## config.mk

```make
export PLATFORM = sky130hd
export DESIGN_NAME = float_div_mul_stall_ctrl
export DESIGN_NICKNAME = d
export VERILOG_FILES = /design/src/rtl/float_div_mul_stall_ctrl.sv
export SDC_FILE = /design/constraint.sdc
export NUM_CORES = 1
export LEC_CHECK = 0
export ABC_AREA = 1
export ABC_CLOCK_PERIOD_IN_PS = 5400
export CORE_ASPECT_RATIO = 2
export CORE_MARGIN = 2
export CORE_UTILIZATION = 49
export DETAILED_ROUTE_END_ITERATION = 8
export GPL_ROUTABILITY_DRIVEN = 1
export PLACE_DENSITY = 0.86
export SLEW_MARGIN = 20
export SYNTH_ARGS = -nofsm -noshare
export SYNTH_HDL_FRONTEND = slang
export SYNTH_SLANG_ARGS = --single-unit
```

## constraint.sdc

```tcl
create_clock -name aclk -period 5.4 [get_ports aclk]
set_clock_uncertainty 0.15 [all_clocks]
set_input_delay 1.08 -clock aclk [delete_from_list [all_inputs] [get_ports aclk]]
set_output_delay 1.08 -clock aclk [all_outputs]
set_load 0.03 [all_outputs]
```

## src/rtl/float_div_mul_stall_ctrl.sv

```systemverilog
// rtl/float_div_mul_stall_ctrl.sv - stall/handshake controller and result FIFO for a stall-enabled FP multiplier
// Tracks in-flight tokens beside the multiplier and stalls it only when a result has nowhere to go.
module float_div_mul_stall_ctrl #(
  parameter int unsigned LAT        = 5,
  parameter int unsigned FIFO_DEPTH = 4
) (
  input  logic        aclk,
  input  logic        aresetn,
  input  logic        in_valid,
  output logic        in_ready,
  input  logic [31:0] in_a,
  input  logic [31:0] in_b,
  input  logic [2:0]  in_rm,
  output logic        pipe_a_sign,
  output logic [7:0]  pipe_a_exp,
  output logic [22:0] pipe_a_man,
  output logic        pipe_b_sign,
  output logic [7:0]  pipe_b_exp,
  output logic [22:0] pipe_b_man,
  output logic [2:0]  pipe_rm,
  output logic        pipe_stall,
  input  logic [31:0] pipe_x,
  output logic        out_valid,
  input  logic        out_ready,
  output logic [31:0] out_x,
  output logic        busy
);

  localparam int unsigned AW = $clog2(FIFO_DEPTH);
  localparam int unsigned CW = AW + 1;

  logic [LAT-1:0] vld_q, vld_d;
  logic [AW-1:0]  wr_ptr_q, wr_ptr_d, rd_ptr_q, rd_ptr_d;
  logic [CW-1:0]  cnt_q, cnt_d;
  logic [31:0]    mem_q [FIFO_DEPTH];
  logic           full, push, pop, accept;

  assign pipe_a_sign = in_a[31];
  assign pipe_a_exp  = in_a[30:23];
  assign pipe_a_man  = in_a[22:0];
  assign pipe_b_sign = in_b[31];
  assign pipe_b_exp  = in_b[30:23];
  assign pipe_b_man  = in_b[22:0];
  assign pipe_rm     = in_rm;

  // A pop frees the slot the oldest token needs, so a full FIFO only stalls without one.
  assign out_valid  = (cnt_q != '0);
  assign full       = (cnt_q == CW'(FIFO_DEPTH));
  assign pop        = out_valid & out_ready;
  assign pipe_stall = vld_q[LAT-1] & full & ~pop;
  assign in_ready   = ~pipe_stall;
  assign accept     = in_valid & in_ready;
  assign push       = vld_q[LAT-1] & ~pipe_stall;
  assign out_x      = mem_q[rd_ptr_q];
  assign busy       = (|vld_q) | out_valid;

  always_comb begin
    vld_d = vld_q;
    if (!pipe_stall) begin
      vld_d[0] = accept;
      for (int k = 1; k < LAT; k++) begin
        vld_d[k] = vld_q[k-1];
      end
    end
  end

  always_comb begin
    wr_ptr_d = push ? wr_ptr_q + AW'(1) : wr_ptr_q;
    rd_ptr_d = pop  ? rd_ptr_q + AW'(1) : rd_ptr_q;
    cnt_d    = cnt_q;
    case ({push, pop})
      2'b10:   cnt_d = cnt_q + CW'(1);
      2'b01:   cnt_d = cnt_q - CW'(1);
      default: cnt_d = cnt_q;
    endcase
  end

  always_ff @(posedge aclk or negedge aresetn) begin
    if (!aresetn) begin
      vld_q    <= '0;
      wr_ptr_q <= '0;
      rd_ptr_q <= '0;
      cnt_q    <= '0;
    end else begin
      vld_q    <= vld_d;
      wr_ptr_q <= wr_ptr_d;
      rd_ptr_q <= rd_ptr_d;
      cnt_q    <= cnt_d;
    end
  end

  // Storage is left unreset; the pointers and count alone decide what is valid.
  always_ff @(posedge aclk) begin
    if (push) begin
      mem_q[wr_ptr_q] <= pipe_x;
    end
  end

endmodule

```

# After elaboration in Yosys (flattened, before gate mapping)
# Memories as Yosys holds them, arrays and structs flattened.
# Cells that the tools add are included.
# word_totals
ff_bits	12
mem_bits_rw	128
wordCells	26
memories	1
# classes
add_sub_neg	4
n_eq_ne	3
n_mux	3
n_bitwise	8
reduce_logical	3
# mem_list
name	depth	width	rd	rd_clocked_by_memory_dff	wr	line_no	text
mem_q	4	32	1	0	1	35	logic [31:0] mem_q [FIFO_DEPTH];
# ops
op	n
$pmux 3 s2	1
$and 1x1->1	5
$reduce_or 5->1	1
$add 2x1->2 const B	2
$add 3x1->3 const B	1
$eq 3x3->1 const B	1
$reduce_bool 3->1	1
$sub 3x1->3 const B	1
$eq 2x1->1 const B	1
$eq 2x2->1 const B	1
$mux 1	2
$not 1->1	2
$reduce_bool 2->1	1
$or 1x1->1	1

# Logic depth before layout (Yosys ltp)
# logic_depth
word_depth	8
ltp_mapped	10
depth_no_buf	10

# Worst setup path after synthesis
# Ideal clock, no wire load.
# synth_path
path_kind	input-to-reg
from	input out_ready
to	memory mem_q[0][0] (enable)
setup_time_ps	421
arrival_time_ps	2766
t_required_ps	4829
setup_slack_ps	2063
path_stages	4
path_buffers	0
path_cell_list	nand2_4 -> nand2_4 -> nand2_4 -> nor2_1
# synth_between
elab_chain_cells	7
# synth_lines
element	line_no	text
start: declaration	24	input logic out_ready,
$and 1x1->1	49	assign pop = out_valid & out_ready;
$not 1->1	50	assign pipe_stall = vld_q[LAT-1] & full & ~pop;
$and 1x1->1	50	
$not 1->1	n/a	
named net in_ready	10	output logic in_ready,
$and 1x1->1	53	assign push = vld_q[LAT-1] & ~pipe_stall;
$mux 1	94	if (push) begin
$mux 1 (not written as such)	95	mem_q[wr_ptr_q] <= pipe_x;
end: declaration	35	
# The timed path passes the listed nets, and every way through them passes these cells.

# Worst setup path in the final report
# layout_path
from	register rd_ptr_q[1]
to	output out_x[28]
# layout_between
elab_chain_cells	1
# layout_lines
element	line_no	text
start: declaration	33	logic [AW-1:0] wr_ptr_q, wr_ptr_d, rd_ptr_q, rd_ptr_d;
start signal: assignment	87	rd_ptr_q <= rd_ptr_d;
$mem_v2 4x32	n/a	
end: declaration	25	output logic [31:0] out_x,
# No other way between the ends.

==> results_dict.tcl <==
set metrics [dict create \
    grt_pass1_vias 3681 \
    startpoint_type "flip-flop" \
    worst-setup-path-type "flip-flop to output pin" \
    synthToLayoutAreaGrowth_pct 17.3 \
    coreArea_sq_mm 0.0117 \
    rrSetupSlack_ps 3050 \
    ys.flop_type "edfxtp_1" \
    grt_pass1_wl_mm 20.5 \
    dieArea_sq_mm 0.0129 \
    fin_crit_ps 4110 \
    first_pass_iters 4 \
    grt.overflow.total 0 \
    fin_crit_sh_pct 76.2 \
    synth_area_leaders "edfxtp_1 (65%), buf_4 (9.1%), o21ai_0 (5.5%)" \
    vdd_drop_max_mv 0.459 \
    final_hold_viol_count 0 \
    tns_ps 0 \
    synth.yosys.seq_area_share_pct 70.5 \
    dp_hpwl_mm 8.83 \
    drive_gt1_share_pct 9.36 \
    drt_iter0_markers 364 \
    cts-root-buf "clkbuf_16" \
    via_per_inst 5.64 \
    final_util_pct 58.9 \
    yosysTopAreaCell "edfxtp_1" \
    worst_slew_pin_slew_ps 1130 \
    outcome "finished clean" \
    synth_top_area_share_pct 65.3 \
    worst_path_largest_cell_delay_ps 740 \
    wl_mm 13.7 \
    ctsLongestPathBuffers 3 \
    io_buffers 71 \
    cts_tree "built" \
    insertion_delay_ps 450 \
    relSlewSlack_pct 24.7 \
    crit_slowest_cell "clkdlybuf4s50_1" \
    cts_setup_buffers 0 \
    yosys_warnings 0 \
    fp.dieW_microns 81.5 \
    fin_area_sq_mm 0.00690 \
    cts_buffers 25 \
    synth_commonest_cells "edfxtp_1 (128), nor2_1 (72), buf_4 (71), o21ai_0 (65), o22ai_1 (32)" \
    placed_cell_area_sq_mm 0.00620 \
    crit_required_ps 4170 \
    antenna_found_initial 0 \
    cp.arrival_ps 2880 \
    yosys.cell_types.count 23 \
    via_count 3469 \
    pwr_density_cell_mw_per_mm2 677 \
    insertedDiodeCount 0 \
    synth_most_common_cell "edfxtp_1" \
    clkSinkCount 140 \
    critPathMaxFanout 32 \
    post-route-drc-count 0 \
    grtUsageTotal_pct 22.0 \
    postSynthCellCount 451 \
    final_nets 572 \
    cts_max_level 4 \
    syn-num-nets 559 \
    synth_edf_count 128 \
    ios 206 \
    max_freq_ghz 0.243 \
    syn_area_per_cell_sq_um 13.0 \
    drtAntennaViolNets 0 \
    p_leak_nw 2.41 \
    cts_hold_buf 0 \
    maxCapViolations 0 \
    hold_path_class "flip-flop to flip-flop" \
    grt_max_degree 66 \
    start_util_pct 50.3 \
    synth_seq_cells 140 \
    gp_congestion 0.771 \
    async_reset_ff_share_pct 8.57 \
    path_clk_slew_ps 50 \
    rsz0062_at_grt "no" \
    rows 56 \
    synth.cell_area_sq_mm 0.00588 \
    setup-violations-final 0 \
    post_drt_wl_per_cell_microns 22.3 \
    ctsResizeCount 0 \
    drv_slew 0 \
    die_h_microns 159 \
    end_kind "output pin" \
    worstPathCellList "inv_1 > o21ai_0 > o22ai_1 > clkdlybuf4s50_1" \
]
[power by group]
part	internal, mW	switching [mW]
Clock	0.884	0.433
Combinational	0.583	1.18
Sequential	1.51	0.0816
Total	2.97	1.70
[cells in the final DEF (no fill, tap or decap)]
cell and n:
a21oi_1 3, buf_4 2, bufinv_16 1, clkbuf_1 2, clkbuf_16 25, clkbuf_8 1
clkdlybuf4s50_1 71, clkinv_1 1, clkinv_2 3, dfrtp_1 11, dfrtp_2 1, edfxtp_1 128
fa_1 1, ha_1 4, inv_1 17, inv_2 1, nand2_1 12, nand2_2 1
nand2_4 3, nand3_1 4, nor2_1 68, nor2_2 1, nor2_4 5, nor4_1 1
o21ai_0 65, o21ai_1 3, o22ai_1 32, xor2_1 3
[registers in the layout, indices dropped and copies added (netlist names)]
name and count:
rd_ptr_q 2, mem_q 128, vld_q 5, wr_ptr_q 2
cnt_q 3
[cell families after synthesis]
family / synth area share, %
compound gates: 9.44
flops: 70.5
xor+xnor: 0.447
buf+inv: 11.7
fa+ha+maj: 1.19
simple gates: 6.79
[final timing paths]
path	to	depth (start not counted)	startpoint
max	out_x[28]	4	rd_ptr_q[1]
min	vld_q[3]	2	vld_q[2]
max reg2reg	mem_q[3][19]	6	cnt_q[0]
min reg2reg	vld_q[3]	2	vld_q[2]
max in group asynchronous	rd_ptr_q[0]	1	aresetn
min in group asynchronous	wr_ptr_q[1]	1	aresetn
[final cells by class]
class / count / area (sq um)
clock buffers: 28 / 647
clock inverters: 5 / 48.8
fillers: 852 / 4800
inverters: 18 / 67.6
multi-input cells: 206 / 1080
flip-flops and latches: 140 / 4150
well taps: 145 / 181
repair buffers: 73 / 726
[worst max-delay path, delay by kind of cell (launching register included)]
kind	cells	cell delay, ps
compound gates	2	580
buf+inv	2	1470
flops	1	370
[metal layers]
metal  GRT usage [%]  up-vias  share of wire, %
met1            20.6     1653                29
met3            11.1      115                13
li1                -     1557                 -
met2            32.7      144                48
met4            21.4        0                10
met5               0        -                 0
[per-stage QoR]
| stage | setup slack, ps | total power, mW | hold WS (ps) | std cells |
|---|---|---|---|---|
| 2_1_floorplan | 2060 | 2.80 | 297 | 451 |
| 3_3_place_gp | 1620 | 3.30 | 315 | 582 |
| 3_5_place_dp | 1610 | 3.38 | 340 | 582 |
| 4_1_cts | 1310 | 4.71 | 343 | 615 |
| 5_1_grt | 1140 | 4.91 | 375 | 615 |
| 6_report | 1290 | 4.67 | 337 | 615 |
No activity file was read; power rests on OpenSTA's default activity.
